$ cat src/rtl/sensor_hub_pkg.sv
// Shared definitions for the multi-channel AHB-Lite sensor hub.
// Holds the bus field widths, the hub FSM state encoding, the per-channel
// register map (word offsets within a channel), and the HTRANS/HRESP codes.

`ifndef AHB_TRANS_BITS
`define AHB_TRANS_BITS 2
`endif
`ifndef AHB_SIZE_BITS
`define AHB_SIZE_BITS 3
`endif
`ifndef AHB_MASTER_BITS
`define AHB_MASTER_BITS 4
`endif
`ifndef AHB_RESP_BITS
`define AHB_RESP_BITS 2
`endif

package sensor_hub_pkg;

    typedef enum logic [2:0] {
        ST_IDLE,
        ST_RWAIT,
        ST_DATA,
        ST_ERR1,
        ST_ERR2
    } hub_state_t;

    // Word offsets (HADDR[11:2]) inside one channel's 4 KB slot.
    localparam logic [9:0] WIN_END  = 10'h03F;  // last word of the data window
    localparam logic [9:0] OFF_EN   = 10'h040;  // byte 0x100
    localparam logic [9:0] OFF_CLR  = 10'h080;  // byte 0x200
    localparam logic [9:0] OFF_STAT = 10'h0C0;  // byte 0x300
    localparam logic [9:0] OFF_MASK = 10'h0C1;  // byte 0x304

    localparam logic [`AHB_RESP_BITS-1:0] RESP_OKAY  = 2'b00;
    localparam logic [`AHB_RESP_BITS-1:0] RESP_ERROR = 2'b01;

    localparam logic [`AHB_TRANS_BITS-1:0] TRANS_IDLE   = 2'b00;
    localparam logic [`AHB_TRANS_BITS-1:0] TRANS_BUSY   = 2'b01;
    localparam logic [`AHB_TRANS_BITS-1:0] TRANS_NONSEQ = 2'b10;
    localparam logic [`AHB_TRANS_BITS-1:0] TRANS_SEQ    = 2'b11;

    localparam logic [`AHB_SIZE_BITS-1:0] SIZE_WORD = 3'b010;

    // True when a word offset decodes to something in the channel map.
    function automatic logic off_mapped(input logic [9:0] off);
        return (off <= WIN_END) || (off == OFF_EN) || (off == OFF_CLR) ||
               (off == OFF_STAT) || (off == OFF_MASK);
    endfunction

endpackage

$ cat src/rtl/sensor_hub_ch_regs.sv
// Per-channel control state of the sensor hub: enable, interrupt mask,
// sticky pending flag and the one-cycle clear pulse.
// Ports:
//   clk, rst          clock, synchronous active-high reset
//   wr_en/wr_clr/wr_mask  one-cycle write strobes (data phase)
//   wdata_nz          OR-reduction of HWDATA
//   wdata_b0          HWDATA[0]
//   intr              sensor interrupt, level
//   en, mask, pending register outputs
//   clear             clear pulse, high the cycle after a nonzero CLEAR write

module sensor_ch_regs (
    input  logic clk,
    input  logic rst,
    input  logic wr_en,
    input  logic wr_clr,
    input  logic wr_mask,
    input  logic wdata_nz,
    input  logic wdata_b0,
    input  logic intr,
    output logic en,
    output logic mask,
    output logic pending,
    output logic clear
);

    logic do_clr;
    assign do_clr = wr_clr & wdata_nz;

    always_ff @(posedge clk) begin
        if (rst) begin
            en      <= 1'b0;
            mask    <= 1'b0;
            pending <= 1'b0;
            clear   <= 1'b0;
        end else begin
            clear <= do_clr;
            if (wr_en)   en   <= wdata_nz;
            if (wr_mask) mask <= wdata_b0;
            // A live interrupt beats a simultaneous clear so no event is lost.
            if (intr & en)   pending <= 1'b1;
            else if (do_clr) pending <= 1'b0;
        end
    end

endmodule

$ cat src/rtl/ahb_sensor_hub.sv
// AHB-Lite slave fronting NUM_CH sensor controllers.
// Handshake: an address phase is taken when HSEL & HREADY & HTRANS[1] while
// the slave is not mid-transfer; the data phase completes in the first cycle
// with HREADYOUT=1, and HRDATA/HRESP are only meaningful in that cycle.
// Ports:
//   clk, rst                       clock, synchronous active-high reset
//   HTRANS..HREADY                 AHB-Lite slave inputs (HMASTLOCK ignored)
//   HRDATA, HREADYOUT, HRESP       AHB-Lite slave outputs
//   sctrl_out, sctrl_interrupt     per-channel sensor data and interrupts
//   sctrl_en, sctrl_clear          per-channel enable and clear pulse
//   sctrl_addr                     shared window word address
//   irq                            OR of masked pending interrupts, registered

`ifndef AHB_TRANS_BITS
`define AHB_TRANS_BITS 2
`endif
`ifndef AHB_SIZE_BITS
`define AHB_SIZE_BITS 3
`endif
`ifndef AHB_MASTER_BITS
`define AHB_MASTER_BITS 4
`endif
`ifndef AHB_RESP_BITS
`define AHB_RESP_BITS 2
`endif

module ahb_sensor_hub
    import sensor_hub_pkg::*;
#(
    parameter int NUM_CH        = 2,
    parameter int CH_BITS       = 4,
    parameter int READ_WAIT     = 2,
    parameter int FILTER_MASTER = 1,
    parameter logic [`AHB_MASTER_BITS-1:0] MASTER_ID = 4'b0001
) (
    input  logic                         clk,
    input  logic                         rst,
    input  logic [`AHB_TRANS_BITS-1:0]   HTRANS,
    input  logic [31:0]                  HADDR,
    input  logic                         HWRITE,
    input  logic [`AHB_SIZE_BITS-1:0]    HSIZE,
    input  logic [31:0]                  HWDATA,
    input  logic [`AHB_MASTER_BITS-1:0]  HMASTER,
    input  logic                         HMASTLOCK,
    input  logic                         HSEL,
    input  logic                         HREADY,
    output logic [31:0]                  HRDATA,
    output logic                         HREADYOUT,
    output logic [`AHB_RESP_BITS-1:0]    HRESP,
    input  logic [NUM_CH*32-1:0]         sctrl_out,
    input  logic [NUM_CH-1:0]            sctrl_interrupt,
    output logic [NUM_CH-1:0]            sctrl_en,
    output logic [NUM_CH-1:0]            sctrl_clear,
    output logic [5:0]                   sctrl_addr,
    output logic                         irq
);

    hub_state_t state_q, state_d;

    logic [CH_BITS-1:0] ch_q;
    logic [9:0]         off_q;
    logic               write_q;
    logic [2:0]         wait_cnt_q;
    logic [5:0]         addr_q;
    logic               irq_q;

    logic [NUM_CH-1:0]  en_v, mask_v, pend_v;

    // Address-phase decode.
    logic [CH_BITS-1:0] ch_in;
    logic [9:0]         off_in;
    logic               win_in, err_in, accept;

    assign ch_in  = HADDR[12 +: CH_BITS];
    assign off_in = HADDR[11:2];
    assign win_in = (off_in <= WIN_END);
    assign err_in = ({{(32-CH_BITS){1'b0}}, ch_in} >= 32'(NUM_CH)) ||
                    (HSIZE != SIZE_WORD) ||
                    ((FILTER_MASTER != 0) && (HMASTER != MASTER_ID)) ||
                    !off_mapped(off_in) ||
                    (win_in && HWRITE);

    // DATA and ERR2 are final cycles, so a new address phase may overlap them.
    assign accept = HSEL && HREADY && HTRANS[1] &&
                    (state_q inside {ST_IDLE, ST_DATA, ST_ERR2});

    logic unused_ok;
    assign unused_ok = &{1'b0, HMASTLOCK, HADDR[1:0], HADDR[31:12+CH_BITS], HTRANS[0]};

    always_ff @(posedge clk) begin
        if (rst) begin
            state_q    <= ST_IDLE;
            ch_q       <= '0;
            off_q      <= '0;
            write_q    <= 1'b0;
            wait_cnt_q <= 3'd1;
            addr_q     <= '0;
            irq_q      <= 1'b0;
        end else begin
            state_q <= state_d;
            if (accept) begin
                ch_q    <= ch_in;
                off_q   <= off_in;
                write_q <= HWRITE;
                if (!err_in && win_in && !HWRITE) addr_q <= off_in[5:0];
            end
            // Counts RWAIT cycles starting at 1 on the first one.
            wait_cnt_q <= (state_q == ST_RWAIT) ? wait_cnt_q + 3'd1 : 3'd1;
            irq_q      <= |(pend_v & mask_v);
        end
    end

    always_comb begin
        state_d   = state_q;
        HREADYOUT = 1'b1;
        HRESP     = RESP_OKAY;
        case (state_q)
            ST_IDLE, ST_DATA, ST_ERR2: begin
                if (state_q == ST_ERR2) HRESP = RESP_ERROR;
                if (!accept)                               state_d = ST_IDLE;
                else if (err_in)                           state_d = ST_ERR1;
                else if (win_in && !HWRITE && READ_WAIT > 0) state_d = ST_RWAIT;
                else                                       state_d = ST_DATA;
            end
            ST_RWAIT: begin
                HREADYOUT = 1'b0;
                if (wait_cnt_q == 3'(READ_WAIT)) state_d = ST_DATA;
            end
            ST_ERR1: begin
                HREADYOUT = 1'b0;
                HRESP     = RESP_ERROR;
                state_d   = ST_ERR2;
            end
            default: state_d = ST_IDLE;
        endcase
    end

    // Channel mux for the read data path.
    logic        sel_en, sel_mask, sel_pend;
    logic [31:0] win_data;

    always_comb begin
        sel_en   = 1'b0;
        sel_mask = 1'b0;
        sel_pend = 1'b0;
        win_data = '0;
        for (int c = 0; c < NUM_CH; c++) begin
            if (32'(ch_q) == c) begin
                sel_en   = en_v[c];
                sel_mask = mask_v[c];
                sel_pend = pend_v[c];
                win_data = sctrl_out[32*c +: 32];
            end
        end
    end

    always_comb begin
        HRDATA = '0;
        if (state_q == ST_DATA && !write_q) begin
            if (off_q <= WIN_END) begin
                HRDATA = win_data;
            end else begin
                case (off_q)
                    OFF_EN:   HRDATA = {31'b0, sel_en};
                    OFF_STAT: HRDATA = {30'b0, sel_pend, sel_en};
                    OFF_MASK: HRDATA = {31'b0, sel_mask};
                    default:  HRDATA = '0;
                endcase
            end
        end
    end

    // Writes only reach DATA when error-free, so no further qualification.
    logic wr_phase;
    assign wr_phase = (state_q == ST_DATA) && write_q;

    for (genvar g = 0; g < NUM_CH; g++) begin : g_ch
        logic ch_hit;
        assign ch_hit = wr_phase && (32'(ch_q) == g);

        sensor_ch_regs u_regs (
            .clk      (clk),
            .rst      (rst),
            .wr_en    (ch_hit && off_q == OFF_EN),
            .wr_clr   (ch_hit && off_q == OFF_CLR),
            .wr_mask  (ch_hit && off_q == OFF_MASK),
            .wdata_nz (|HWDATA),
            .wdata_b0 (HWDATA[0]),
            .intr     (sctrl_interrupt[g]),
            .en       (en_v[g]),
            .mask     (mask_v[g]),
            .pending  (pend_v[g]),
            .clear    (sctrl_clear[g])
        );
    end

    assign sctrl_en   = en_v;
    assign sctrl_addr = addr_q;
    assign irq        = irq_q;

endmodule

$ cat config.mk
export PLATFORM = sky130hd
export DESIGN_NAME = ahb_sensor_hub
export DESIGN_NICKNAME = d
export VERILOG_FILES = /design/src/rtl/sensor_hub_pkg.sv /design/src/rtl/sensor_hub_ch_regs.sv /design/src/rtl/ahb_sensor_hub.sv
export SDC_FILE = /design/constraint.sdc
export NUM_CORES = 1
export LEC_CHECK = 0
export CAP_MARGIN = 5
export CORE_MARGIN = 5
export CORE_UTILIZATION = 32
export DETAILED_ROUTE_END_ITERATION = 10
export PLACE_DENSITY = 0.8
export SYNTH_ARGS = -nofsm -noshare
export SYNTH_HDL_FRONTEND = slang
export SYNTH_SLANG_ARGS = --single-unit
$ cat constraint.sdc
create_clock -name clk -period 2.2 [get_ports clk]
set_input_delay 0.44 -clock clk [delete_from_list [all_inputs] [get_ports clk]]
set_output_delay 0.44 -clock clk [all_outputs]
set_load 0.01 [all_outputs]
# --- Word-level counts from Yosys, hierarchy flattened ---
# Index checks and enable logic that the tools add are counted.
# Widths: inputs -> output; s select.
word_totals:
  inputBits: 145
  mem_bits_ro: 0
  output_inout_bits: 46
  wordCells: 105
  mem_count: 0
  latch_bits: 0
  reg_bits: 36
  mem_bits_rw: 0
classes:
  order_cmp: 3
  div: 0
  shift: 0
  multipliers: 0
  n_reduce_logical: 40
  n_eq_ne: 17
  bitwise_logic: 6
  addsub: 1
  muxes: 23
op_table:
  columns: ["operator", "n"]
  rows:
  - ["$mux 32", 4]
  - ["$eq 10x8->1 const B", 6]
  - ["$reduce_or 32->1", 1]
  - ["$eq 10x7->1 const B", 2]
  - ["$le 10x6->1 const B", 2]
  - ["$logic_and 1x1->1", 17]
  - ["$mux 1", 12]
  - ["$eq 3x2->1 const B", 3]
  - ["$pmux 3 s3", 1]
  - ["$logic_or 1x1->1", 8]
  - ["$mux 2", 3]
  - ["$pmux 2 s3", 1]
  - ["$reduce_or 2->1", 3]
  - ["$and 1x1->1", 4]
  - ["$eq 4x1->1 const B", 1]
  - ["$ge 4x2->1 const B", 1]
  - ["$logic_not 1->1", 4]
  - ["$logic_not 4->1", 1]
  - ["$ne 4x1->1 const B", 1]
  - ["$reduce_bool 2->1", 2]
  - ["$add 3x1->3 const B", 1]
  - ["$eq 3x1->1 const B", 1]
  - ["$eq 3x3->1 const B", 1]
  - ["$logic_not 3->1", 1]
  - ["9 further kinds", 9]

# --- Depth between registers and ports, before layout ---
depth:
  word_depth: 12
  mapped_depth: 6
  ltp_nobuf: 6

# --- Cells and area by module ---
# A second synthesis with hierarchy kept.
hier_totals:
  cells_unflattened: 278
  area_unflattened_um2: 2162.1
by_module_without_submodules:
  columns: ["mod", "instances", "cells_each", "area_each_um2", "seq_area_each_um2"]
  rows:
  - ["ahb_sensor_hub", 1, 252, 1886.8, 560.5]
  - ["sensor_ch_regs", 2, 13, 137.6, 80.1]

# --- Worst setup path before layout ---
# OpenSTA, ideal clock, no wires.
synth_path:
  path_kind: "flip-flop to output port"
  start: "reg state_q[2]"
  end: "out HRDATA[10]"
  required_time_ns: 1.760
  path_buffers: 1
  t_arrival_ns: 1.496
  path_slack_ns: 0.264
  stages_incl_launch_ff: 6
  path_cell_list: "dfxtp_1 or4_4 nor3_2 nand2_2 buf_6 nor2_1"
synth_via:
  elab_chain_cells: 3
synth_rtl:
  columns: ["element", "line_no", "rtl"]
  rows:
  - ["from (decl)", "ahb_sensor_hub.sv:58", "hub_state_t state_q, state_d;"]
  - ["from (signal assigned)", "ahb_sensor_hub.sv:100", "state_q <= state_d;"]
  - ["$eq 3x2->1", "ahb_sensor_hub.sv:159", "if (state_q == ST_DATA && !write_q) begin"]
  - ["$logic_and 1x1->1", "ahb_sensor_hub.sv:159", null]
  - ["$mux 32", "ahb_sensor_hub.sv:159", null]
  - ["to (decl)", "ahb_sensor_hub.sv:47", "output logic [31:0] HRDATA,"]
# Every way passes these cells.

# --- Final worst setup path ---
layout_path:
  start: "reg ch_q[3]"
  end: "out HRDATA[29]"
layout_via:
  elab_chain_cells: 5
  elab_cells_between_ends: 6
  cone_classes: "1 x eq/ne; 4 x mux; 1 x reduce/logical"
layout_rtl:
  columns: ["element", "line_no", "rtl"]
  rows:
  - ["from (decl)", "ahb_sensor_hub.sv:60", "logic [CH_BITS-1:0] ch_q;"]
  - ["from (signal assigned)", "ahb_sensor_hub.sv:102", "ch_q <= ch_in;"]
  - ["$logic_not 4->1", "ahb_sensor_hub.sv:148", "if (32'(ch_q) == c) begin"]
  - ["$mux 32", "ahb_sensor_hub.sv:148", null]
  - ["$mux 32 *", "ahb_sensor_hub.sv:148", null]
  - ["$mux 32 *", "ahb_sensor_hub.sv:160", "if (off_q <= WIN_END) begin"]
  - ["$mux 32 *", "ahb_sensor_hub.sv:159", null]
# Every way passes the cells marked *; elsewhere a longest branch is shown, timed or not.

==> flow_summary.json <==
{
  "die_area_mm2": 0.008851,
  "setup_tns_ns": -2.246,
  "r2r_end": "g_ch[0].u_regs.pending",
  "crit_required_ns": 1.76,
  "track_usage_pct": 18.94,
  "worstMarginPinSlew_ns": 0.5249,
  "whs_path_depth": 2,
  "pin_count": 191,
  "synth_warnings": 0,
  "startpoint_type": "flip-flop",
  "synth_edf_count": 0,
  "fp.coreArea_mm2": 0.006832,
  "worstSetupPathType": "reg2out",
  "final_cell_mix": "clkdlybuf4s50_1, nand2_1, nor2_1, dfxtp_1, mux2i_1",
  "die_y_um": 94.08,
  "rr_worst_depth": 6,
  "drv_slew": 0,
  "post-route-min-period_ns": 2.296,
  "yosysUniqueCellTypes": 46,
  "status": "finished with violations",
  "async_reset_ff_share_pct": 0,
  "gp_congestion": 0.8496,
  "grt_overflow": 0,
  "grt_antenna_before_repair": 0,
  "end_kind": "primary output",
  "viasPerCell": 4.932,
  "worst_hold_path.endpoint": "sctrl_addr[4]",
  "vias": 2762,
  "maxCapViolCount": 0,
  "vdd_ir_drop_max_uv": 269.5,
  "slowest_delay_ns": 0.56,
  "grt_max_degree": 36,
  "dp_cells": 551,
  "violations": "setup timing",
  "layout-drive-gt1-share_pct": 17.24,
  "dr.pass1.iters": 4,
  "reg2reg_slack_ns": 0.35,
  "setup_viol": 30,
  "syn_area_mm2": 0.002262,
  "fin_crit_sh_pct": 104.4,
  "clk_latency_ns": 0.29,
  "crit_fanout": 30,
  "diodes": 0,
  "wirelength_um": 8869,
  "holdWs_ns": 0.4850,
  "power.leakage_uw": 0.001522,
  "row_count": 30,
  "post-route-worst-setup-slack_ns": -0.09598,
  "path_cells": "or4_4 -> nor3_4 -> nand2_2 -> buf_12 -> nor2_1 -> buf_2",
  "grt_pass1_wl_um": 13350,
  "initial_core_util_pct": 33.11,
  "hpwl_um": 7305,
  "fin_skew_ns": 0.006867,
  "min_from": "sctrl_addr[4]",
  "ys.flop_type": "dfxtp_1",
  "yosysSeqAreaShare_pct": 31.86,
  "fp.dieW_um": 94.08,
  "clk_path_buf_depth": 2,
  "cp-startpoint": "ch_q[3]",
  "detail_route.iter0.violations": 121,
  "numCtsBuffers": 5,
  "cts.sinks": 36,
  "hold_viol_final": 0,
  "place_ws_ns": -0.2030,
  "tritoncts": "built",
  "wl_per_cell_um": 15.84,
  "cts_max_level": 2,
  "syn_avg_cell_area_um2": 7.855,
  "slew_headroom_pct": 64.10,
  "p_per_area_mw_per_mm2": 414.7,
  "cpMaxStageDelayCell": "or4_4",
  "synth.ff_latch_count": 36,
  "final_cells": 560,
  "detail-route-antenna-nets": 0,
  "r2r_start": "off_q[1]",
  "rsz0062_at_grt": "true",
  "layout_commonest_cell": "clkdlybuf4s50_1",
  "synthCells": 288,
  "cp.arrival_ns": 1.86,
  "syn_nets": 435,
  "drc_errors": 0,
  "grt_pass1_vias": 2725,
  "hold_buffers": 0,
  "final_nets": 610,
  "hold_path_class": "reg2reg",
  "timing.fmax_mhz": 435.5,
  "cts.clk_slew.worst_paths_ns": 0.07,
  "portBuffers": 169,
  "area_delta_synth_final_pct": 81.53,
  "cts_root_buf": "clkbuf_8"
}
power breakdown:
group / leakage, uW / total [uW] / switching, uW / internal, uW
registers: 0.000292 / 676 / 11.9 / 664
logic: 0.00118 / 443 / 152 / 290
clock network: 0.0000541 / 584 / 249 / 335
total: 0.00152 / 1700 / 413 / 1290
critical path, delay by kind of cell (launching register included):
kind | cells | cell delay [ns]
and+or+nand+nor | 4 | 0.92
DFF | 1 | 0.32
buffers and inverters | 2 | 0.32
sequential cells by signal (all words and copies together) (netlist names):
signal,count
state_q,3
off_q,10
g_ch.u_regs.en,2
g_ch.u_regs.mask,2
sctrl_addr,6
ch_q,4
wait_cnt_q,3
irq,1
write_q,1
g_ch.u_regs.pending,2
g_ch.u_regs.clear,2
layer usage:
layer / track usage [%] / part of all wire, %
met4: 6.980 / 2.2
met5: 0 / 0
met1: 21.20 / 38
met3: 6.891 / 10
met2: 32.70 / 49
synthesized netlist by cell type, types with 2 or more instances:
library cell	n	area [um^2]
a2111oi_0	2	17.52
mux2_2	2	22.52
nand2b_1	2	12.51
or3_1	2	12.51
nand3_1	9	45.04
buf_6	3	33.78
nor2b_1	4	25.02
nor3_1	4	20.02
nor4_4	2	42.54
inv_1	3	11.26
dfxtp_1	36	720.7
clkbuf_1	12	45.04
nand4_1	4	25.02
nor4b_1	2	17.52
nand2_1	37	138.9
buf_4	5	37.54
ha_1	2	25.02
and3_1	2	12.51
mux2i_1	32	320.3
or2_2	4	25.02
o22ai_1	2	12.51
nand4b_1	4	35.03
nor2_1	36	135.1
a21oi_1	27	135.1
nor4_1	14	87.58
o2bb2ai_1	2	17.52
buf_2	3	15.01
o21ai_0	12	60.06
o41ai_1	2	17.52
how the worst max path moves through the flow:
stage	endpoint	slack, ns	cells after the start
finish	HRDATA[29]	-0.1	6
global route	HRDATA[5]	-0.22	6
CTS	HRDATA[29]	-0.09	6
detailed placement	HRDATA[29]	-0.20	6
floorplan	HRDATA[10]	0.26	5
global placement	HRDATA[10]	-0.18	6
kinds of logic (layout without fill, tap and decap cells):
family / after synthesis / count (layout) / share of synthesized area (%)
adders and majority gates: 2 / 2 / 1.106
xor gates and xnor gates: 1 / 1 / 0.3872
AOI/OAI and AO/OA: 53 / 53 / 13.61
muxes: 34 / 34 / 15.15
and+or+nand+nor: 135 / 135 / 31.42
other: 1 / 1 / 0.1658
DFF: 36 / 36 / 31.86
buffers and inverters: 26 / 202 / 6.305
area by class of cell:
type	count	area [um^2]
Tap cell	96	120.1
Clock buffer	5	68.82
Multi-Input combinational cell	226	1416
Fill cell	659	2725
Clock inverter	3	42.54
Sequential cell	36	723.2
Inverter	3	11.26
Timing Repair Buffer	191	1724
what timing repair did:
action                                  4_1_cts  5_1_grt
endpoints found under the setup margin       32       32
resized for setup                           130        5
pin swaps                                     0        1
setup buffers                                 0        1
stage by stage:
step                      power [uW]  cell area (um^2)  utilization, %
after floorplan                834.0              2262               -
after global placement          1133              4126           60.40
after detailed placement        1144              4126           60.40
after CTS                       1714              4084           59.78
after global routing            1789              4106           60.11
final                           1703              4106           60.11
(Power assumes the default switching activity.)
